$ cat src/rtl/freq_meter.sv
// ============================================================================
// Module   : freq_meter
// Purpose  : Gated frequency counter. Counts sig_in rising edges over a fixed
//            window of mclk cycles and hands the count over with valid/ack.
// Revision : 1.0 - initial release
// ============================================================================
`default_nettype none

module freq_meter #(
  parameter int GATE_CYCLES = 100000000,
  parameter int CNT_W       = 32
) (
  input  logic             mclk,
  input  logic             clr_n,
  input  logic             sig_in,
  input  logic             start,
  input  logic             abort,
  input  logic             ack,
  output logic             busy,
  output logic [CNT_W-1:0] result,
  output logic             valid,
  output logic             ovf
);

  localparam int                c_GATE_W    = $clog2(GATE_CYCLES);
  localparam logic [c_GATE_W-1:0] c_GATE_LAST = c_GATE_W'(GATE_CYCLES - 1);

  localparam logic [1:0] c_IDLE    = 2'd0;
  localparam logic [1:0] c_MEASURE = 2'd1;
  localparam logic [1:0] c_DONE    = 2'd2;

  logic [1:0]          r_state;
  logic                r_s1, r_s2, r_s3;
  logic [c_GATE_W-1:0] r_gate_cnt;
  logic [CNT_W-1:0]    r_edge_cnt;
  logic                r_ovf_int;

  logic                w_edge;
  logic [CNT_W-1:0]    w_edge_next;
  logic                w_ovf_next;

  // Two-flop synchroniser plus one delay flop for rising-edge detection.
  always_ff @(posedge mclk or negedge clr_n) begin
    if (!clr_n) begin
      r_s1 <= 1'b0;
      r_s2 <= 1'b0;
      r_s3 <= 1'b0;
    end else begin
      r_s1 <= sig_in;
      r_s2 <= r_s1;
      r_s3 <= r_s2;
    end
  end

  assign w_edge = r_s2 & ~r_s3;

  // Saturating count; an edge arriving at all-ones latches the overflow flag.
  always_comb begin
    w_edge_next = r_edge_cnt;
    w_ovf_next  = r_ovf_int;
    if (w_edge) begin
      if (&r_edge_cnt) w_ovf_next  = 1'b1;
      else             w_edge_next = r_edge_cnt + CNT_W'(1);
    end
  end

  always_ff @(posedge mclk or negedge clr_n) begin
    if (!clr_n) begin
      r_state    <= c_IDLE;
      r_gate_cnt <= '0;
      r_edge_cnt <= '0;
      r_ovf_int  <= 1'b0;
      busy       <= 1'b0;
      valid      <= 1'b0;
      result     <= '0;
      ovf        <= 1'b0;
    end else begin
      case (r_state)
        c_IDLE: begin
          if (start) begin
            r_state    <= c_MEASURE;
            r_gate_cnt <= '0;
            r_edge_cnt <= '0;
            r_ovf_int  <= 1'b0;
            busy       <= 1'b1;
          end
        end
        c_MEASURE: begin
          // Abort wins even on the final window cycle.
          if (abort) begin
            r_state <= c_IDLE;
            busy    <= 1'b0;
          end else begin
            r_gate_cnt <= r_gate_cnt + c_GATE_W'(1);
            r_edge_cnt <= w_edge_next;
            r_ovf_int  <= w_ovf_next;
            if (r_gate_cnt == c_GATE_LAST) begin
              result  <= w_edge_next;
              ovf     <= w_ovf_next;
              valid   <= 1'b1;
              busy    <= 1'b0;
              r_state <= c_DONE;
            end
          end
        end
        c_DONE: begin
          if (ack) begin
            valid   <= 1'b0;
            r_state <= c_IDLE;
          end
        end
        default: begin
          r_state <= c_IDLE;
          busy    <= 1'b0;
          valid   <= 1'b0;
        end
      endcase
    end
  end

endmodule

`default_nettype wire

$ cat config.mk
export PLATFORM = sky130hd
export DESIGN_NAME = freq_meter
export DESIGN_NICKNAME = d
export VERILOG_FILES = /design/src/rtl/freq_meter.sv
export SDC_FILE = /design/constraint.sdc
export NUM_CORES = 1
export LEC_CHECK = 0
export CAP_MARGIN = 5
export CORE_ASPECT_RATIO = 1.4
export CORE_MARGIN = 2
export CORE_UTILIZATION = 35
export DETAILED_ROUTE_END_ITERATION = 12
export PLACE_DENSITY = 0.53
export REMOVE_ABC_BUFFERS = 1
export SYNTH_ARGS = -nofsm -noshare
export SYNTH_HDL_FRONTEND = slang
export SYNTH_SLANG_ARGS = --single-unit
$ cat constraint.sdc
create_clock -name mclk -period 3.3 [get_ports mclk]
set_input_delay 0.66 -clock mclk [delete_from_list [all_inputs] [get_ports mclk]]
set_output_delay 0.66 -clock mclk [all_outputs]
set_load 0.02 [all_outputs]
==> summary.txt, run 1 <==
Ys Warns: 0
antenna cell count: 0
via-per-instance ratio: 5.89
Distinct cells, synth: 56
mapped cell area: 5520 um2
postcts setup bufs: 0
Synth Area per Inst: 8.94 um2
cells after synthesis: 617
Core Util, Final: 41.6%
Tmin final: 2.69 ns
CP required: 3.52 ns
Tcrit/Tclk final: 81.6%
RSZ-0062 raised after global routing: no
Post-synth EDFFs: 0
hold path startpoint: r_s1$_DFF_PN0_
max cap viols: 0
Worst-path clk slew: 0.08 ns
clk buf depth: 2
total gr overflow: 0
total number of vias: 4957
area of the multi-input gates: 2810 um2
TritonCTS clock tree: yes
area of the die: 16800 um2
post-synthesis sequential area ratio: 45.4%
Fmax: 0.371 GHz
CTS H-tree lvls: 3
HPWL after DPL: 9840 um
largest net degree at the start of global routing: 61
pins over their slew limit: 0
critical path capture point type: flop
DR pass1 iterations: 4
Worst slew margin: 45.8%
Tot GR Track Use: 18.5%
reg2reg path depth: 5
final-stage net count: 648
initial antenna violation count: 0
die height: 153 um
worst hold path class: flop to flop
Final ANT Viol Nets: 0
clk_skew: 0.00874 ns
DRC errors left: 0
Iteration-0 DRC Markers: 188
pwr/cell area: 399 nW/um2
most frequent cells in the layout: dfrtp_1, nand2_1, nand3_1
cell count of the worst hold path: 0
Leakage Power: 2.53 nW
RR Startpoint: r_edge_cnt[5]$_DFFE_PN0P_
Layout area overhead: 16.6%
Port-buffer cells: 40
Sequential Area: 2500 um2
final wirelength: 14700 um
Clock Sinks: 100
Final Setup Violations: 0
Clock Tree Root: clkbuf_16
Startpoint Class: flop
Arr. time, crit path: 2.91 ns
TNS Setup: 0 ns
ys flop type: dfrtp_1
std cell rows: 54
top cells by area, synth: dfrtp_1, nand3_1, or4_1, nand2_1, o211ai_1
number of CTS-inserted buffers: 9
Final GP Congestion: 0.816
I/O pin count: 41
commonest non-fill, non-tap cell in the layout: dfrtp_1
first-pass GRT wire length: 24900 um
clk_lat worst skew: 0.35 ns
cell taking the most area after synthesis: dfrtp_1
vias in the first global route: 4803
worst vdd rail ir drop: 206 uV
hold_buf cts: 0
RR Endpoint: result[28]$_DFFE_PN0P_
Worst-Margin Slew: 0.813 ns
Synth top area share: 45.4%
Synth async-reset ratio: 100%
share of layout cells above drive strength 1: 7.91%
Fill cells: 1532
Setup Crit Path Kind: flop to flop
crit path max fanout: 10
Hold Path Sink: r_s2$_DFF_PN0_
core area: 15500 um2
register-to-register path setup slack: 0.61 ns
CTS resizes: 0
final hold vios: 0
status: finished, final reports clean
Yosys reg bits: 100
initial core utilization: 35.6%
die width: 110 um
average wire per standard cell: 17.5 um
[how the worst max path moves through the flow]
stage / startpoint / to / slack, ns / cells after the start
after CTS: r_edge_cnt[5]$_DFFE_PN0P_ / result[28]$_DFFE_PN0P_ / 0.64 / 5
after detailed placement: start / r_gate_cnt[25]$_DFFE_PN0P_ / 0.43 / 6
after global placement: start / r_gate_cnt[23]$_DFFE_PN0P_ / 0.49 / 6
final: r_edge_cnt[5]$_DFFE_PN0P_ / result[28]$_DFFE_PN0P_ / 0.61 / 5
after global routing: r_edge_cnt[0]$_DFFE_PN0P_ / result[28]$_DFFE_PN0P_ / 0.41 / 6
after floorplan: abort / result[11]$_DFFE_PN0P_ / -1.71 / 5
[final cells by class]
| type | count | share of cell area [%] |
|---|---|---|
| Clock buffer | 9 | 3.50 |
| Clock inverter | 7 | 0.915 |
| Inverter | 11 | 0.642 |
| Multi-Input combinational cell | 460 | 43.7 |
| Sequential cell | 100 | 38.9 |
| Tap cell | 196 | 3.81 |
| Timing Repair Buffer | 58 | 8.48 |
[synth_stat cells (9+ instances only)]
library cell and n:
o21ai_0 25, dfrtp_1 100, o31ai_1 9, nand4_1 27, nand2_1 66, o211ai_1 30
inv_1 11, a21oi_1 11, nor2_1 52, a31oi_1 31, xor2_1 15, clkbuf_1 38
or4_1 36, nor3_1 10, nand3_1 59, or3_1 10
[logic make-up after synthesis]
family / synth area share, %
AOI/OAI and AO/OA: 17.4
xor gates and xnor gates: 3.49
and+or+nand+nor: 29.2
adders and majority gates: 0.454
DFF: 45.4
buffers and inverters: 4.04
[power by group]
| group | internal [mW] | switching [mW] | leakage, nW |
|---|---|---|---|
| logic | 0.0720 | 0.141 | 1.01 |
| clock network | 0.525 | 0.523 | 0.133 |
| registers | 1.26 | 0.0493 | 1.38 |
[flip-flops by register name, summed over array words and instances (netlist names)]
name and count:
valid 1, r_edge_cnt 32, r_gate_cnt 27, result 32, ovf 1, busy 1, r_s2 1, r_s1 1
r_state 2, r_ovf_int 1, r_s3 1
[critical path: stages (launching register included)]
cell and delay (ns):
dfrtp_1 0.52, nand3_2 0.21, or3_1 0.56, or4_1 0.75, o311ai_0 0.41, nand3_1 0.11
[stage by stage]
stage | power, mW | area, um2 | cells | setup slack, ns | hold WS [ns]
4_1_cts | 2.60 | 6430 | 841 | 0.635 | 0.357
5_1_grt | 2.68 | 6430 | 841 | 0.410 | 0.373
3_5_place_dp | 1.54 | 6150 | 825 | 0.426 | 0.340
2_1_floorplan | 1.43 | 5330 | 571 | -1.71 | 0.331
3_3_place_gp | 1.54 | 6150 | 825 | 0.486 | 0.341
6_report | 2.57 | 6430 | 841 | 0.608 | 0.353
[metal layers]
layer | part of all wire, % | vias up | global-route usage, % | wire length, um
met2 | 51 | 118 | 30.9 | 7530
met3 | 3.5 | 22 | 2.05 | 522
met1 | 43 | 2437 | 24.8 | 6360
li1 | - | 2380 | - | -
met4 | 2.0 | 0 | 5.71 | 290
met5 | 0 | - | 0 | 0
No activity file was read; power rests on OpenSTA's default activity.
==> run 2, diff against run 1 <==
PLACE_DENSITY = 0.55   (was 0.53)
clock period = 2.17 ns   (was 3.3 ns; I/O delays follow)
==> run 2 against run 1 <==
Against the previous run:
- highest routed layer unchanged
- hold slack lost 0.32 ns
- final cell count grew 13%
- cell area grew 17%
- combinational power grew 120%
- sequential power grew 50%
- clock power grew 50%
- first-iteration DRC count grew 22%
- wire length grew 12%
- die area is the same
- non-clock buffer count grew 105
- sequential share of layout area shrank 5.7 points
- via count grew 10%
==> summary.txt, run 2 (same netlist as run 1, synthesis figures left out) <==
status: finished, final reports clean
register-to-register path setup slack: 0.001 ns
Worst-Margin Slew: 0.548 ns
final wirelength: 16500 um
antenna cell count: 0
Final Power: 4.02 mW
die width: 110 um
Worst-path clk slew: 0.07 ns
HPWL after DPL: 11200 um
design area: 7540 um2
final hold vios: 0
average wire per standard cell: 17.4 um
final-stage net count: 754
commonest non-fill, non-tap cell in the layout: buf_4
Leakage Power: 3.15 nW
Setup Crit Path Kind: flop to flop
largest net degree at the start of global routing: 50
CP required: 2.45 ns
CP delay by family, top: simple AND/OR/NAND/NOR gates
hold_buf cts: 0
dpl cell area: 6880 um2
pwr/cell area: 533 nW/um2
total gr overflow: 0
area of the die: 16800 um2
core area: 15500 um2
initial core utilization: 35.6%
RSZ-0062 raised after global routing: yes
total number of vias: 5457
number of CTS-inserted buffers: 9
Clock Tree Root: clkbuf_16
share of layout cells above drive strength 1: 25.2%
pins over their slew limit: 0
Clock Sinks: 100
via-per-instance ratio: 5.76
std cell rows: 54
Tcrit/Tclk final: 99.9%
Final GP Congestion: 0.849
Port-buffer cells: 40
crit path max-delay cell type: or4_1
Layout area overhead: 36.8%
critical-path cell list: nand4_4 > or3_4 > buf_6 > a2111o_1 > or4_1 > a31oi_1
most frequent cells in the layout: buf_4, dfrtp_1, nand2_1
worst vdd rail ir drop: 331 uV
clk_skew: 0.0106 ns
TritonCTS clock tree: yes
Fmax: 0.461 GHz
clk buf depth: 2
clk_lat worst skew: 0.36 ns
slowest stage delay, CP: 0.44 ns
vias in the first global route: 5430
DR pass1 iterations: 5
Arr. time, crit path: 2.45 ns
first-pass GRT wire length: 26700 um
Worst slew margin: 63.5%
biggest regs: r_edge_cnt (32), result (32), r_gate_cnt (27)
Tmin final: 2.17 ns
max cap viols: 0
Startpoint Class: flop
worst hold path class: input pin to asynchronous set/reset pin
CP bufs+invs: 1
critical path capture point type: flop
CTS H-tree lvls: 3
die height: 153 um
Final ANT Viol Nets: 0
Iteration-0 DRC Markers: 230
crit path max fanout: 6
DRC errors left: 0
Tot GR Track Use: 19.9%
Final Setup Violations: 0
initial antenna violation count: 0
I/O pin count: 41
-- run 2: cell types whose count changed in the layout (fill, tap and decap cells not counted), moves of 4 or more --
cell	before	now
o21ai_0	25	21
buf_12	1	8
or3_4	0	5
buf_6	0	7
buf_4	18	106
or3_1	10	6
or4_4	1	7
or4_1	36	30
-- run 2: worst reg2reg max path, cell delays in order (launching register included) --
cell	delay [ns]
dfrtp_1	0.40
nand4_4	0.13
or3_4	0.44
buf_6	0.14
a2111o_1	0.38
or4_1	0.44
a31oi_1	0.17
-- run 2: layout make-up --
type	instances	area (um2)
clock buffers	9	225
clock inverters	7	58.8
fillers	1471	7930
inverters	11	41.3
multi-input cells	461	2970
flip-flops and latches	100	2500
well taps	196	245
repair buffers	163	1500
-- run 2: per-stage QoR --
| step | hold slack (ns) | TNS, ns | util, % | setup WS (ns) | cells |
|---|---|---|---|---|---|
| after floorplan | 0.138 | -127.83 | - | -2.62 | 571 |
| after global placement | 0.339 | -9.97 | 44.5 | -0.394 | 915 |
| after detailed placement | 0.337 | -12.59 | 44.5 | -0.433 | 915 |
| after CTS | 0.0567 | -0.0195 | 47.1 | -0.00705 | 936 |
| after global routing | 0.0757 | -0.819 | 48.8 | -0.0875 | 947 |
| final | 0.0343 | 0 | 48.8 | 0.00124 | 947 |
-- run 2: path summary, 6_finish.rpt --
| path | startpoint | endpoint | depth (start not counted) |
|---|---|---|---|
| min reg2reg | r_s1$_DFF_PN0_ | r_s2$_DFF_PN0_ | 0 |
| min | clr_n | result[25]$_DFFE_PN0P_ | 1 |
| max reg2reg | r_edge_cnt[11]$_DFFE_PN0P_ | result[25]$_DFFE_PN0P_ | 6 |
| max | r_edge_cnt[11]$_DFFE_PN0P_ | result[25]$_DFFE_PN0P_ | 6 |
| max in group asynchronous | clr_n | r_state[1]$_DFFE_PN0P_ | 2 |
| min in group mclk | r_s1$_DFF_PN0_ | r_s2$_DFF_PN0_ | 0 |
-- run 2: report_power, final --
group	switching [mW]	total (mW)	internal (mW)
logic	0.280	0.479	0.199
clock network	0.785	1.58	0.795
registers	0.0458	1.96	1.91
-- run 2: what timing repair did --
action | CTS | global route
pin swaps | 9 | 34
endpoints found under the setup margin | 33 | 58
gates resized for setup | 13 | 46
cloned | 2 | 3
setup buffers | 3 | 9
-- run 2: routing by layer --
layer	GRT usage, %	vias to the layer above	part of all wire, %
met1	24.8	2690	43
met3	2.61	27	3.5
li1	-	2595	-
met4	7.68	0	2.3
met5	0	-	0
met2	34.5	145	51
==> run 3, diff against run 2 <==
ABC_AREA = 1   (was not set)
CORE_MARGIN = not set   (was 2)
==> run 3 against run 2 <==
Against the previous run:
- the flow now finishes with violations (DRC)
- highest routed layer unchanged
- power is 13% higher
- utilization is 6.4 points lower
- hold slack better by 0.32 ns
- clock power is 3% higher
- count of clock-buffer cells in the layout stayed put
- global-route usage is 0.24 points lower
- area after synthesis is 6.7% higher
- flip-flop and latch count stayed put
==> summary.txt, run 3 <==
Fmax: 0.526 GHz
Fill cells: 1746
top cells by area, synth: dfrtp_1, nand2_1, nand3_1, inv_1, nor2_1
Arr. time, crit path: 2.15 ns
Hold Path Sink: r_s2$_DFF_PN0_
CP required: 2.42 ns
Worst-Margin Slew: 0.450 ns
CTS H-tree lvls: 3
RR Startpoint: r_edge_cnt[0]$_DFFE_PN0P_
DR pass1 iterations: 11
commonest non-fill, non-tap cell in the layout: nand2_1
first-pass GRT wire length: 26600 um
Startpoint Class: flop
crit-path most repeated cell: nand2_1
area of the die: 17300 um2
worst hold path class: flop to flop
Final ANT Viol Nets: 0
initial core utilization: 36.1%
Worst-path clk slew: 0.07 ns
max cap viols: 0
share of layout cells above drive strength 1: 8.50%
Sequential Area: 2500 um2
crit path max fanout: 4
Iteration-0 DRC Markers: 262
design area: 6900 um2
postcts setup bufs: 0
pwr/cell area: 655 nW/um2
reg2reg path depth: 10
register-to-register path setup slack: 0.27 ns
cells after synthesis: 851
final hold vios: 0
critical path capture point type: flop
Tcrit/Tclk final: 87.6%
failing checks: DRC
Synth async-reset ratio: 100%
I/O pin count: 41
antenna cell count: 0
total number of vias: 5382
Final GP Congestion: 0.937
Synth top area share: 42.5%
clk buf depth: 2
Tot GR Track Use: 19.7%
std cell rows: 55
post-synthesis sequential area ratio: 42.5%
TritonCTS clock tree: yes
largest net degree at the start of global routing: 56
pins over their slew limit: 0
total gr overflow: 0
worst vdd rail ir drop: 301 uV
clk_skew: 0.0118 ns
DRC errors left: 4
most frequent cells in the layout: nand2_1, dfrtp_1, inv_1
Tmin final: 1.90 ns
average wire per standard cell: 14.4 um
TNS Setup: 0 ns
cell count of the worst hold path: 0
Setup Crit Path Kind: flop to flop
Min Hold Slack: 0.356 ns
crit path max-delay cell type: dfrtp_1
Final Setup Violations: 0
die width: 112 um
Worst slew margin: 69.7%
Synth Area per Inst: 6.91 um2
cell taking the most area after synthesis: dfrtp_1
final-stage net count: 909
Clock Tree Root: clkbuf_16
area of the multi-input gates: 2910 um2
status: finished with violations
Clock Sinks: 100
Post-synth top cells: nand2_1, dfrtp_1, inv_1, nor2_1, nand3_1
Final Power: 4.52 mW
initial antenna violation count: 0
Core Util, Final: 42.3%
slowest stage delay, CP: 0.39 ns
critical-path cell list: ha_1 > nand3_1 > nor2_1 > nand3_1 > nor2_1 > nand3_1 > nand2_1 > nand2_1 > nand2_1 > nand2_1
Yosys reg bits: 100
Port-buffer cells: 40
dpl cell area: 6600 um2
Ys Warns: 0
ys flop type: dfrtp_1
HPWL after DPL: 11900 um
most numerous cell in the Yosys netlist: nand2_1
core area: 16300 um2
Post-synth EDFFs: 0
Leakage Power: 3.25 nW
number of CTS-inserted buffers: 9
Distinct cells, synth: 35
RSZ-0062 raised after global routing: no
biggest regs: r_edge_cnt (32), result (32), r_gate_cnt (27)
RR Endpoint: r_edge_cnt[24]$_DFFE_PN0P_
die height: 155 um
via-per-instance ratio: 4.87
vias in the first global route: 5404
final wirelength: 15900 um
Layout area overhead: 17.3%
hold path startpoint: r_s1$_DFF_PN0_
clk_lat worst skew: 0.36 ns
mapped cell area: 5880 um2
[run 3: changes by cell type in the layout (fill, tap and decap cells not counted), moves of 23 or more]
cell / before / now
o211ai_1: 30 / 0
inv_1: 11 / 87
nor2_1: 51 / 83
nand2_1: 64 / 328
nand3_1: 57 / 80
buf_4: 106 / 17
or4_1: 30 / 0
a31oi_1: 30 / 1
[run 3: area by class of cell]
type                       instances  share of cell area, %
tap                              199                   3.61
inverter                          91                   4.95
multi-input combinational        638                   42.2
timing repair buffer              61                   8.81
clock buffer                       9                   3.26
clock inverter                     7                  0.942
sequential                       100                   36.2
[run 3: how the worst max path moves through the flow]
stage	startpoint	to	slack (ns)	depth (start not counted)
final	r_edge_cnt[0]$_DFFE_PN0P_	r_edge_cnt[24]$_DFFE_PN0P_	0.27	10
after CTS	r_gate_cnt[0]$_DFFE_PN0P_	r_gate_cnt[14]$_DFFE_PN0P_	0.20	8
after floorplan	r_state[1]$_DFFE_PN0P_	result[5]$_DFFE_PN0P_	-0.56	6
after detailed placement	abort	r_gate_cnt[8]$_DFFE_PN0P_	0.14	9
after global routing	r_edge_cnt[1]$_DFFE_PN0P_	r_edge_cnt[24]$_DFFE_PN0P_	0.08	10
after global placement	abort	r_gate_cnt[8]$_DFFE_PN0P_	0.14	9
[run 3: stage by stage]
stage               setup WS [ns]  cells
floorplan                  -0.564    829
global placement            0.142   1088
detailed placement          0.135   1088
CTS                         0.204   1105
global route               0.0794   1105
finish                      0.270   1105
[run 3: what timing repair did]
action | CTS | global route
setup endpoints to repair | 0 | 1
endpoints found under the hold margin | 18 | 0
hold buffers | 1 | 0
gates resized for setup | 0 | 1
[run 3: kinds of logic (layout without fill, tap and decap cells)]
group	count (synthesis)	after routing	synth area share [%]
compound gates	51	51	4.57
xor+xnor	8	8	1.19
fa+ha+maj	2	2	0.425
buf+inv	113	168	8.06
flops	100	100	42.5
simple gates	577	577	43.2
[run 3: where the power goes]
group / internal [mW] / switching (mW) / leakage [nW]
logic: 0.250 / 0.627 / 1.72
clock network: 0.810 / 0.819 / 0.141
registers: 1.94 / 0.0797 / 1.38
total: 3.00 / 1.53 / 3.25
[run 3: layer usage]
layer  track usage, %  vias to the layer above  part of all wire, %
met5                0                        -                    0
met4             9.65                        0                  3.4
met3             2.61                       33                  2.3
met2             37.3                       72                   53
met1             21.5                     2468                   41
li1                 -                     2809                    -
[run 3: critical path: cells and delay by family (launching register included)]
kind,cells,cell delay [ns]
fa+ha+maj,1,0.22
flops,1,0.39
simple gates,9,1.18
